## config.mk

```make
export PLATFORM = sky130hd
export DESIGN_NAME = fetch_controller
export DESIGN_NICKNAME = d
export VERILOG_FILES = /design/src/rtl/fetch_controller.sv
export SDC_FILE = /design/constraint.sdc
export NUM_CORES = 1
export LEC_CHECK = 0
export CAP_MARGIN = 0
export CORE_MARGIN = 4
export CORE_UTILIZATION = 51
export CTS_CLUSTER_DIAMETER = 50
export DETAILED_ROUTE_END_ITERATION = 7
export PLACE_DENSITY_LB_ADDON = 0.1
export SLEW_MARGIN = 20
export SYNTH_ARGS = -nofsm -noshare
export SYNTH_HDL_FRONTEND = slang
export SYNTH_SLANG_ARGS = --single-unit
```

## constraint.sdc

```tcl
create_clock -name clk_i -period 14.2 [get_ports clk_i]
set_input_delay 2.84 -clock clk_i [delete_from_list [all_inputs] [get_ports clk_i]]
set_output_delay 2.84 -clock clk_i [all_outputs]
set_load 0.005 [all_outputs]
```

## src/rtl/fetch_controller.sv

```systemverilog
// Instruction fetch controller with a two-entry fetch buffer.
//
// A single read is kept in flight against an instruction memory whose data is
// valid RD_LAT cycles after the address is presented. Captured words are queued
// together with their fetch address and handed to decode through a
// valid/ready pair.
//
// Handshake: instr_valid_o is high whenever the buffer head holds an
// instruction; the head is consumed at the rising edge where both
// instr_valid_o and decode_ready_i are high. instr_o/instr_pc_o stay stable
// while instr_valid_o is high and decode_ready_i is low.
//
// dbg_state_o exposes the FSM state: 0 = IDLE, 1 = WAIT, 2 = HOLD.
module fetch_controller #(
    parameter int unsigned RD_LAT    = 2,
    parameter int unsigned BUF_DEPTH = 2
) (
    input  logic        clk_i,
    input  logic        reset_i,
    input  logic [63:0] start_pc_i,
    output logic [63:0] imem_address_o,
    input  logic [31:0] imem_data_i,
    input  logic        redirect_i,
    input  logic [63:0] redirect_pc_i,
    input  logic        decode_ready_i,
    output logic        instr_valid_o,
    output logic [31:0] instr_o,
    output logic [63:0] instr_pc_o,
    output logic        fetch_busy_o,
    output logic [1:0]  dbg_state_o
);

    typedef enum logic [1:0] {
        ST_IDLE = 2'd0,
        ST_WAIT = 2'd1,
        ST_HOLD = 2'd2
    } state_t;

    // Wait counter reload value: the capture happens when the counter hits 0,
    // so a read launched with RD_LAT-1 completes after RD_LAT cycles.
    localparam logic [3:0] CNT_RELOAD = 4'(RD_LAT - 1);
    localparam logic [1:0] BUF_FULL   = 2'(BUF_DEPTH);

    state_t      state_q, state_d;
    logic [63:0] pc_q, pc_d;
    logic [3:0]  cnt_q, cnt_d;
    logic [1:0]  occ_q, occ_d;
    logic        head_q, head_d;
    logic [31:0] buf_instr_q [2];
    logic [63:0] buf_pc_q    [2];

    logic        pop;
    logic        can_capture;
    logic        do_push;
    logic        do_pop;
    logic        flush;
    logic        wr_idx;

    // The two address LSBs are forced to zero; only the word address is used.
    logic unused_low_bits;
    assign unused_low_bits = ^{start_pc_i[1:0], redirect_pc_i[1:0]};

    assign pop         = instr_valid_o && decode_ready_i;
    // A full buffer can still accept a capture if its head leaves this cycle.
    assign can_capture = (occ_q < BUF_FULL) || pop;
    // Tail slot: with two entries head+occupancy wraps back onto the head,
    // which is only written when that head is popped in the same cycle.
    assign wr_idx      = head_q ^ occ_q[0];

    // FSM state register and fetch PC / wait counter.
    always_ff @(posedge clk_i) begin
        if (reset_i) begin
            state_q <= ST_IDLE;
            pc_q    <= 64'd0;
            cnt_q   <= 4'd0;
        end else begin
            state_q <= state_d;
            pc_q    <= pc_d;
            cnt_q   <= cnt_d;
        end
    end

    // Next-state logic; a redirect overrides everything the state would do.
    always_comb begin
        state_d = state_q;
        pc_d    = pc_q;
        cnt_d   = cnt_q;
        do_push = 1'b0;
        do_pop  = 1'b0;
        flush   = 1'b0;
        if (redirect_i) begin
            flush   = 1'b1;
            pc_d    = {redirect_pc_i[63:2], 2'b00};
            cnt_d   = CNT_RELOAD;
            state_d = ST_WAIT;
        end else begin
            do_pop = pop;
            case (state_q)
                ST_IDLE: begin
                    pc_d    = {start_pc_i[63:2], 2'b00};
                    cnt_d   = CNT_RELOAD;
                    state_d = ST_WAIT;
                end
                ST_WAIT: begin
                    if (cnt_q != 4'd0) begin
                        cnt_d = cnt_q - 4'd1;
                    end else if (can_capture) begin
                        do_push = 1'b1;
                        pc_d    = pc_q + 64'd4;
                        cnt_d   = CNT_RELOAD;
                    end else begin
                        // No room: drop this read and re-issue it later.
                        state_d = ST_HOLD;
                    end
                end
                ST_HOLD: begin
                    if (occ_q < BUF_FULL) begin
                        cnt_d   = CNT_RELOAD;
                        state_d = ST_WAIT;
                    end
                end
                default: begin
                    state_d = ST_IDLE;
                end
            endcase
        end
    end

    // Buffer occupancy and head pointer bookkeeping.
    always_comb begin
        occ_d  = occ_q;
        head_d = head_q;
        if (flush) begin
            occ_d  = 2'd0;
            head_d = 1'b0;
        end else begin
            if (do_pop) begin
                head_d = ~head_q;
            end
            case ({do_push, do_pop})
                2'b10:   occ_d = occ_q + 2'd1;
                2'b01:   occ_d = occ_q - 2'd1;
                default: occ_d = occ_q;
            endcase
        end
    end

    // Fetch buffer storage; reset clears contents so outputs read as zero.
    always_ff @(posedge clk_i) begin
        if (reset_i) begin
            occ_q  <= 2'd0;
            head_q <= 1'b0;
            for (int i = 0; i < 2; i++) begin
                buf_instr_q[i] <= 32'd0;
                buf_pc_q[i]    <= 64'd0;
            end
        end else begin
            occ_q  <= occ_d;
            head_q <= head_d;
            if (do_push) begin
                buf_instr_q[wr_idx] <= imem_data_i;
                buf_pc_q[wr_idx]    <= pc_q;
            end
        end
    end

    assign imem_address_o = pc_q;
    assign instr_valid_o  = (occ_q != 2'd0);
    assign instr_o        = buf_instr_q[head_q];
    assign instr_pc_o     = buf_pc_q[head_q];
    assign fetch_busy_o   = (state_q == ST_WAIT);
    assign dbg_state_o    = state_q;

endmodule

```

=== Yosys cells after proc, flatten, opt, wreduce, memory -nomap -nowiden ===
Memory sizes are Yosys's and may differ from the RTL's. A register that Yosys moved wholly into a read port is not among the register bits.
Index checks and enable logic that the tools add are counted.

* Flip-flop bits (word level): 73
* Memory bits (writable): 192
* Input port bits: 164
* Output and inout bits: 164
* Logic and storage cells: 87
* Memories: 2

* Add/subtract/negate cells: 4
* Magnitude comparators: 1
* Eq/ne operators: 14
* Multiplexer cells: 36
* Bitwise gates (word level): 2
* Reduce and logical (&&, ||, !) cells: 20

{| class="wikitable"
|+ Memory list
! name !! words !! width !! read ports !! clocked after Yosys merged registers in !! wr ports !! RTL line !! source
|-
| buf_pc_q || 2 || 64 || 1 || 1 || 2 || 50 || <nowiki>logic [63:0] buf_pc_q [2];</nowiki>
|-
| buf_instr_q || 2 || 32 || 1 || 1 || 2 || 49 || <nowiki>logic [31:0] buf_instr_q [2];</nowiki>
|}

{| class="wikitable"
|+ Operator list
! operator !! count
|-
| 64-bit two-way mux || 4
|-
| 64-bit one-hot mux with 2 select lines || 1
|-
| 64-bit by 3-bit adder with 64-bit output (second input constant) || 1
|-
| 64-bit OR reduction || 1
|-
| 32-bit two-way mux || 1
|-
| 32-bit OR reduction || 1
|-
| 1-bit two-way mux || 21
|-
| 3-bit AND reduction || 6
|-
| 4-bit two-way mux || 3
|-
| 4-bit one-hot mux with 3 select lines || 1
|-
| 3-bit inequality test (second input constant) || 3
|-
| 4-bit nonzero test || 2
|-
| 2-bit two-way mux || 3
|-
| 2-bit inequality test (second input constant) || 3
|-
| 2-bit one-hot mux with 3 select lines || 1
|-
| 2-bit nonzero test || 3
|-
| 3-bit nonzero test || 2
|-
| 2-bit by 1-bit equality test with 1-bit output (second input constant) || 2
|-
| 2-bit equality test (second input constant) || 2
|-
| 4-bit by 2-bit inequality test with 1-bit output (second input constant) || 1
|-
| 2-bit one-hot mux with 2 select lines || 1
|-
| 2-bit OR reduction || 2
|-
| 4-bit by 1-bit subtractor with 4-bit output (second input constant) || 1
|-
| 3-bit by 1-bit inequality test with 1-bit output (second input constant) || 1
|-
| other kinds (10) || 10
|}

=== Depth between registers and ports, before layout ===
* Word-level depth: 12
* Gate-level depth with buffers: 9
* Depth with buffers taken out: 9

=== Worst setup path after synthesis ===
No wires, ideal clock.

* Path type: input -> register
* Start: in redirect_i
* End: mem buf_instr_q[0][0], enable pin
* Setup time: 683 ps
* Arrival: 10533 ps
* Required time: 13517 ps
* Path slack: 2984 ps
* Stages: 5
* Path buffers: 1
* Cell sequence: or3b_1 -> nor2_1 -> nand3_1 -> clkbuf_1 -> o21ai_0

{| class="wikitable"
|+ RTL lines
! element !! RTL line !! source
|-
| start: declaration || 23 || <nowiki>input logic redirect_i,</nowiki>
|-
| end: declaration || 49 ||
|}

==> results.sh <==
export IMPL_status="complete, no violations"
export IMPL_cp_data_required_time_ns=14.32
export IMPL_syn_to_final_growth_pct=32.3
export IMPL_instances_no_fill=1945
export IMPL_swShare=0.236
export IMPL_dpl_cell_count=1881
export IMPL_synth_cell_type_count=79
export IMPL_synth_edff_count=192
export IMPL_final_nets=1744
export IMPL_fin_tns_setup_ns=0
export IMPL_dr_first_iter_drc_count=1099
export IMPL_grt_max_degree=94
export IMPL_wl_per_cell_microns=22.1
export IMPL_die_area_sq_um=29900
export IMPL_start_kind="primary input"
export IMPL_gr_total_overflow=0
export IMPL_synth_flop_cell="edfxtp_1"
export IMPL_crit_arrival_ns=6.35
export IMPL_cp_endpoint="buf_instr_q[1][10]"
export IMPL_insertion_delay_ns=0.50
export IMPL_hp_class="flop to flop"
export IMPL_fin_crit_sh=0.439
export IMPL_design_area_sq_um=18400
export IMPL_period_minus_slack_ns=6.23
export IMPL_worstSetupPathType="primary input to flop"
export IMPL_clk_pin_slew_ns=0.05
export IMPL_dr_pass1_iters=5
export IMPL_vias=11842
export IMPL_seq_power_share=0.455
export IMPL_critPathLaunch="reset_i"
export IMPL_synth_fp_nets=1479
export IMPL_slowest_stage="nor2_1"
export IMPL_r2r_end="buf_instr_q[1][10]"
export IMPL_skew_ns=0.0136
export IMPL_hold_viol=0
export IMPL_critPathMaxFanout=72
export IMPL_cts_resized=0
export IMPL_slew_violations=0
export IMPL_synth_area_per_cell_sq_um=10.6
export IMPL_place_area_sq_um=17200
export IMPL_rsz0062_at_grt="no"
export IMPL_power_share_clock=0.426
export IMPL_postCtsSetupBuffers=0
export IMPL_start_util=0.517
export IMPL_ys_warn_count=0
export IMPL_end_kind="flop"
export IMPL_drtAntennaViolNets=0
export IMPL_fmax_ghz=0.160
export IMPL_cpMostUsedCell="buf_4"
export IMPL_cts_buffers=34
export IMPL_path_cells="buf_2, buf_4, nor2_1, nand3_1, o21ai_4, buf_4, buf_4"
export IMPL_rows=60
export IMPL_io_pins=328
export IMPL_port_buffers=323
export IMPL_utilization=0.683
export IMPL_maxCapViolations=0
export IMPL_whs_ns=0.526
export IMPL_regToRegStartpoint="dbg_state_o[0]"
export IMPL_die_height_microns=173
export IMPL_core_area_sq_um=26900
export IMPL_clkSinkCount=266
export IMPL_syn_area_sq_um=13900
export IMPL_root_buffer="clkbuf_16"
export IMPL_ys_seq_area_frac=0.522
export IMPL_internal_power_mw=1.53
export IMPL_drt_wl_total_microns=43000
export IMPL_p_sw_mw=0.472
export IMPL_holdBufCountCts=0
export IMPL_max_clock_path_buffers=3
export IMPL_grt_pass1_wl_microns=65800
export IMPL_grt_pass1_vias=11560
export IMPL_power_density_nw_per_um2=109
export IMPL_cts_tree="built"
export IMPL_hpwl_microns=28500
export IMPL_p_leak_nw=6.46
export IMPL_r2r_slack_ns=9.78
export IMPL_setup_viol=0
export IMPL_drcViolationCount=0
export IMPL_globalplace_congestion=0.894
export IMPL_synth_seq_cells=266
export IMPL_cpPeakStageDelay_ns=0.96
export IMPL_ir_worst_vdd_v=0.0000821
export IMPL_drive_gt1_frac=0.124
export IMPL_fp_dieW_microns=173
export IMPL_async_reset_ff_frac=0
export IMPL_netlist_instances=1311
export IMPL_slew_headroom=0.257
export IMPL_grt_usage=0.274
export IMPL_htree_levels=2
export IMPL_worstMarginPinSlew_ns=1.11
export IMPL_combPwrFrac=0.119
export IMPL_rr_worst_depth=6
export IMPL_grt_antenna_before_repair=4
export IMPL_vias_per_cell=6.09
## layout make-up
type | instances | area, sq um
fillers | 2121 | 8510
flip-flops and latches | 266 | 7250
multi-input cells | 906 | 6080
repair buffers | 346 | 3400
clock buffers | 49 | 1000
well taps | 341 | 427
clock inverters | 12 | 120
inverters | 22 | 82.6
diodes | 3 | 7.51
## cell families (layout without fill, tap and decap cells)
logic type	after synthesis	count (layout)	synth area share
compound gates	251	251	0.121
flops	266	266	0.522
other cells	0	3	0
simple gates	538	538	0.220
fa+ha+maj	4	4	0.00361
xor+xnor	9	9	0.00568
buf+inv	139	429	0.0443
mux	104	104	0.0838
## metrics by stage
stage	worst slack (ns)	power [mW]
after floorplan	2.98	1.02
after global placement	7.58	1.16
after detailed placement	7.51	1.16
after CTS	8.03	2.01
after global routing	7.79	2.06
final	7.97	2.00
## power by group through the flow
| stage | Clock [mW] | Sequential, mW | Combinational [mW] |
|---|---|---|---|
| 2_1_floorplan | 0 | 0.915 | 0.104 |
| 3_3_place_gp | 0 | 0.923 | 0.232 |
| 3_5_place_dp | 0 | 0.926 | 0.235 |
| 4_1_cts | 0.861 | 0.910 | 0.237 |
| 5_1_grt | 0.893 | 0.916 | 0.254 |
| 6_report | 0.852 | 0.911 | 0.237 |
## how the worst min path moves through the flow
| stage | depth (start not counted) | from | endpoint |
|---|---|---|---|
| floorplan | 2 | cnt_q[1] | cnt_q[1] |
| global placement | 2 | cnt_q[1] | cnt_q[1] |
| detailed placement | 2 | cnt_q[1] | cnt_q[1] |
| CTS | 2 | cnt_q[1] | cnt_q[1] |
| global route | 2 | cnt_q[3] | cnt_q[3] |
| finish | 2 | cnt_q[1] | cnt_q[1] |
## sequential cells by signal, summed over array words and instances (netlist names), named ones only
signal	cells
buf_instr_q	64
buf_pc_q	128
cnt_q	4
dbg_state_o	2
head_q	1
imem_address_o	64
occ_q	2
## critical path: cells and delay by family
family                 cells  cell delay [ns]
AOI/OAI and AO/OA          1             0.49
buffers and inverters      4             1.69
and+or+nand+nor            2             1.24
## cells in the final DEF (no fill, tap or decap), types with 8 or more instances in the layout
master	netlist	layout
a21oi_1	56	56
a221oi_1	9	9
a31oi_1	23	23
and2_1	178	178
and3_1	12	12
and4_1	11	11
buf_4	3	23
clkbuf_1	84	9
clkbuf_16	0	37
clkdlybuf4s50_1	0	321
dfxtp_1	74	73
edfxtp_1	192	192
inv_1	21	21
mux2_2	98	98
nand2_1	80	80
nand3_1	43	43
nand4_1	26	26
nor2_1	46	44
nor3_1	52	52
nor4_1	23	23
o211ai_1	20	20
o21a_1	8	8
o21ai_0	57	55
o32ai_1	8	8
or3_1	13	13
or4_1	17	17
## layer usage
layer  GRT usage  share of wire  vias to the layer above
li1            -              -                     5456
met1       0.371           0.42                     5718
met2       0.453           0.47                      588
met3      0.0551          0.084                       78
met4      0.0775          0.025                        2
met5           0        0.00044                        -
## synthesized netlist by cell type, types with 13 or more instances
| cell type | count | area share |
|---|---|---|
| nor4_1 | 23 | 0.010 |
| nand4_1 | 26 | 0.012 |
| dfxtp_1 | 74 | 0.11 |
| and2_1 | 178 | 0.080 |
| o211ai_1 | 20 | 0.011 |
| a21oi_1 | 56 | 0.020 |
| or4_1 | 17 | 0.0092 |
| clkbuf_1 | 84 | 0.023 |
| a31oi_1 | 23 | 0.010 |
| nand2_1 | 80 | 0.022 |
| edfxtp_1 | 192 | 0.42 |
| inv_1 | 21 | 0.0057 |
| nor3_1 | 52 | 0.019 |
| o21ai_0 | 57 | 0.021 |
| mux2_2 | 98 | 0.079 |
| nor2_1 | 46 | 0.012 |
| or3_1 | 13 | 0.0059 |
| nand3_1 | 43 | 0.016 |
(Power assumes the default switching activity.)
==> variant 1, RTL diff (same flow settings) <==
Take the reset off `pc_q` and load it in a clocked block of its own.
--- a/src/rtl/fetch_controller.sv
+++ b/src/rtl/fetch_controller.sv
@@ -71,13 +71,15 @@
     always_ff @(posedge clk_i) begin
         if (reset_i) begin
             state_q <= ST_IDLE;
-            pc_q    <= 64'd0;
             cnt_q   <= 4'd0;
         end else begin
             state_q <= state_d;
-            pc_q    <= pc_d;
             cnt_q   <= cnt_d;
         end
+    end
+
+    always_ff @(posedge clk_i) begin
+        pc_q <= pc_d;
     end
 
     // Next-state logic; a redirect overrides everything the state would do.
Behaviour: not the same (a bounded check fails within 4 cycles, from zero or initial values and one cycle with reset_i high).
==> variant 1 against the original RTL <==
  * Via count is 17% lower
  * Wire length is 15% lower
  * Clock power is 0.5% lower
  * Area after synthesis is 4.5% lower
  * Final area is 2.7% lower
  * Worst setup slack better by 280 ps
  * Power is 2.9% higher
  * Synthesized cell count is 17% lower
  * Sequential cell count stayed put
==> variant 1: results (changes against the original RTL) <==
Outcome
  • Status: completed

Final layout
  • Area of the multi-input gates: 5080 um^2 (-17%)
  • Share of cells above drive strength 1: 13.6% (+1.2 points)
  • Layout clock area frac: 6.28% (+0.18 points)
  • Multi-Input Combinational: 743 (-18%)
  • Inverters: 14 (-36%)
  • Fin nets: 1564 (-10%)
  • CLK BUF: 45 (-8.2%)
  • Signal buf overhead: 18.6% (+0.14 points)
  • Fillers: 1892 (-11%)

Placement
  • HPWL Detailed: 23500 um (-18%)
  • Placed insts: 1689 (-10%)
  • Routability cong.: 0.879 (-1.7%)

Logic synthesis
  • Post-Synth Adder-Cell Area: 0.377% (+0.017 points)
  • Post-synth cell types: 53 (-33%)
  • Cell count after synthesis: 1092 (-17%)
  • Synth cell count leaders: 254 x edfxtp_1, 176 x and2_1, 105 x nand2_1, 96 x mux2_2, 59 x clkbuf_1
  • Synth Area in Compound Gates: 5.21% (-6.9 points)
  • Syn nets: 1260 (-15%)
  • Register area share after synthesis: 59.3% (+7.1 points)

Timing
  • Max Freq: 168 MHz (+4.7%)
  • Clk_skew: 22.5 ps (+8.88 ps)
  • Fin Hold WS: 490 ps (-35.4 ps)

GRT
  • GR Util met3: 5.89% (+0.38 points)
  • Global routing usage on met2: 40.3% (-4.9 points)
  • First-pass GRT wire length: 55700 um (-15%)
  • Global Route Usage Sum: 24.8% (-2.6 points)
  • Initial antenna violation count: 3 (-1)

Power and ir drop
  • Leak: 6.39 nW (-1.1%)

Route
  • Metal2 WL: 17300 um (-15%)
  • WL/cell: 20.9 um (-5.5%)
  • Starting DRT DRC Count: 757 (-31%)
  • Final wirelength: 36600 um (-15%)
  • WL met1: 15300 um (-15%)
  • WL met3: 3160 um (-12%)
  • Via-per-instance ratio: 5.60 (-8.0%)

Setup path
  • CP max stage cell: or2_4
  • Reg2reg start: dbg_state_o[1]
  • Reg2reg setup slack: 10130 ps (+350 ps)
  • FF-to-FF path depth: 8 (+2)
  • Critical Path Max Stage Delay: 750 ps (-210 ps)
  • CP Data Arrival Time: 6090 ps (-260 ps)
  • Top Family by Delay on Critical Path: simple AND/OR/NAND/NOR gates

Min path
  • Hold endpoint: imem_address_o[1]
  • Hold Startpoint: imem_address_o[1]
-- variant 1: cell count changes after synthesis, sizes merged, moves of 21 or more --
| cell | delta |
|---|---|
| edfxtp | +62 |
| o21ai | -22 |
| nor3 | -24 |
| a31oi | -23 |
| nand2 | +25 |
| a21oi | -29 |
| xnor2 | +35 |
| dfxtp | -62 |
| clkbuf | -32 |
| nand3 | -21 |
-- variant 1: how the worst max path moves through the flow --
stage / cells past startpoint / endpoint / slack (ps)
final: 7 / buf_instr_q[1][13] / 8250
after global routing: 7 / buf_pc_q[1][23] / 8040
after CTS: 7 / buf_pc_q[1][23] / 8210
after detailed placement: 7 / buf_instr_q[1][6] / 7700
after global placement: 7 / buf_instr_q[1][6] / 7740
after floorplan: 6 / buf_instr_q[0][0] / 8550
-- variant 1: where the power goes --
group          total, W  switching (W)  internal [W]
clock network  0.000848       0.000329      0.000519
logic          0.000249       0.000106      0.000143
registers      0.000961      0.0000484      0.000913
==> variant 2, RTL diff (same settings) <==
Without the edit above. Register the output `dbg_state_o` once more, with the module's reset; this adds one clock of latency there. The other outputs are not delayed to match.
--- a/src/rtl/fetch_controller.sv
+++ b/src/rtl/fetch_controller.sv
@@ -169,7 +169,13 @@
     assign instr_o        = buf_instr_q[head_q];
     assign instr_pc_o     = buf_pc_q[head_q];
     assign fetch_busy_o   = (state_q == ST_WAIT);
-    assign dbg_state_o    = state_q;
+    always_ff @(posedge clk_i) begin
+        if (reset_i) begin
+            dbg_state_o <= '0;
+        end else begin
+            dbg_state_o <= state_q;
+        end
+    end
 
 endmodule
 
Function: changed (Yosys sat finds a counterexample within 4 cycles, from zero or initial values and one cycle with reset_i high).
==> variant 2 against the original RTL <==
  * Synthesized cell count fell by 0.84%
  * Die area fell by 1.7%
  * Power fell by 0.10%
  * Sequential cell count rose by 2
  * Critical path type unchanged
  * Worst setup slack improved by 290 ps
  * Final area fell by 0.84%
  * Register-to-register slack improved by 770 ps
  * Via count fell by 1.4%
  * Wire length rose by 0.20%
  * Sequential power rose by 0.4%
  * Area after synthesis fell by 1.8%
==> variant 2: results (changes against the original RTL) <==
Setup path
  • Reg2reg start: cnt_q[0]
  • Crit-path max FO: 63 (-13%)
  • Crit path from: reset_i
  • CP Data Arrival Time: 6070 ps (-280 ps)

Final layout
  • Fillers: 1999 (-5.8%)
  • Largest Register: buf_pc_q
  • Share of cells above drive strength 1: 12.5% (+0.055 points)
  • Fin nets: 1756 (+0.69%)

Logic synthesis
  • Post-synth EDFFs: 192 (unchanged)
  • Top cells by area in the synthesized netlist: edfxtp_1 42%, dfxtp_1 11%, and2_1 8.2%
  • Post-synth cell types: 83 (+5.1%)
  • Syn nets: 1468 (-0.74%)
  • Synth cell count leaders: 192 x edfxtp_1, 178 x and2_1, 125 x nand2_1, 98 x mux2_2, 89 x o21ai_0
  • Register area share after synthesis: 53.4% (+1.2 points)

GRT
  • Vias in the first global route: 11300 (-2.3%)
  • First-pass GRT wire length: 65400 um (-0.61%)
  • Global Route Usage Sum: 28.5% (+1.1 points)
  • Initial antenna violation count: 7 (+3)
  • Pin count of the biggest net entering global routing: 80 (-15%)

Placement
  • HPWL Detailed: 28700 um (+0.72%)
  • Routability cong.: 0.943 (+5.5%)
  • Dpl cell area: 17100 um^2 (-0.67%)

Power and ir drop
  • Peak VDD IR: 0.0000997 V (+21%)
  • Leak: 6.57 nW (+1.7%)
  • Int Power: 0.00152 W (-0.75%)

Timing
  • Worst slew pin tran: 1120 ps (+11.5 ps)
  • Clk_skew: 14.4 ps (+0.784 ps)

Min path
  • Hold Startpoint: imem_address_o[1]

Route
  • Via count: 11700 (-1.4%)
  • Starting DRT DRC Count: 1229 (+12%)
  • Final wirelength: 43100 um (+0.20%)

Outcome
  • Status: completed
## variant 2: critical path: stages
cell     delay [ps]
buf_2           100
buf_4           290
or2_1           480
nor2_8          280
nand2_2         430
o21ai_4         260
buf_4           460
buf_4           760
## variant 2: final timing paths
check | to | slack, ps | cells after the start
min | imem_address_o[1] | 490 | 1
max | buf_pc_q[1][44] | 8260 | 8
max reg2reg | buf_pc_q[1][44] | 10550 | 8
min reg2reg | imem_address_o[1] | 490 | 1
## variant 2: power by group through the flow
stage / combinational, W / clock (W) / sequential, W
2_1_floorplan: 0.0000996 / 0 / 0.000922
3_3_place_gp: 0.000233 / 0 / 0.000927
3_5_place_dp: 0.000236 / 0 / 0.000930
4_1_cts: 0.000238 / 0.000849 / 0.000914
5_1_grt: 0.000256 / 0.000881 / 0.000920
6_report: 0.000238 / 0.000845 / 0.000915
## variant 2: area by class of cell
type,count,area share (%)
antenna,5,0.0687
clock buffer,42,5.01
clock inverter,16,0.927
inverter,19,0.392
multi-input combinational,923,32.8
sequential,268,40.0
tap,335,2.30
timing repair buffer,342,18.5
## variant 2: routing by layer
layer | wire length, um | vias up | GRT usage (%)
li1 | - | 5387 | -
met1 | 17700 | 5566 | 39.5
met5 | 7 | - | 0
met3 | 4040 | 116 | 6.09
met2 | 19700 | 600 | 43.8
met4 | 1590 | 2 | 11.8
## variant 2: logic make-up (layout without fill, tap and decap cells)
family / count (synthesis) / in the layout / synth area share (%)
other cells: 0 / 5 / 0
fa+ha+maj: 4 / 4 / 0.367
buf+inv: 109 / 419 / 3.26
simple gates: 560 / 560 / 22.5
xor+xnor: 5 / 5 / 0.321
flops: 268 / 268 / 53.4
mux: 99 / 99 / 8.17
compound gates: 255 / 255 / 12.0
## variant 2: metrics by stage
stage               utilization, %  setup slack (ps)  total power (W)  cells  hold WS (ps)
floorplan                        -              3140          0.00102   1300           480
global placement              65.3              7810          0.00116   1887           475
detailed placement            65.3              7800          0.00117   1887           484
CTS                           69.4              8290          0.00200   1945           500
global route                  69.5              8090          0.00206   1950           522
finish                        69.5              8260          0.00200   1950           494
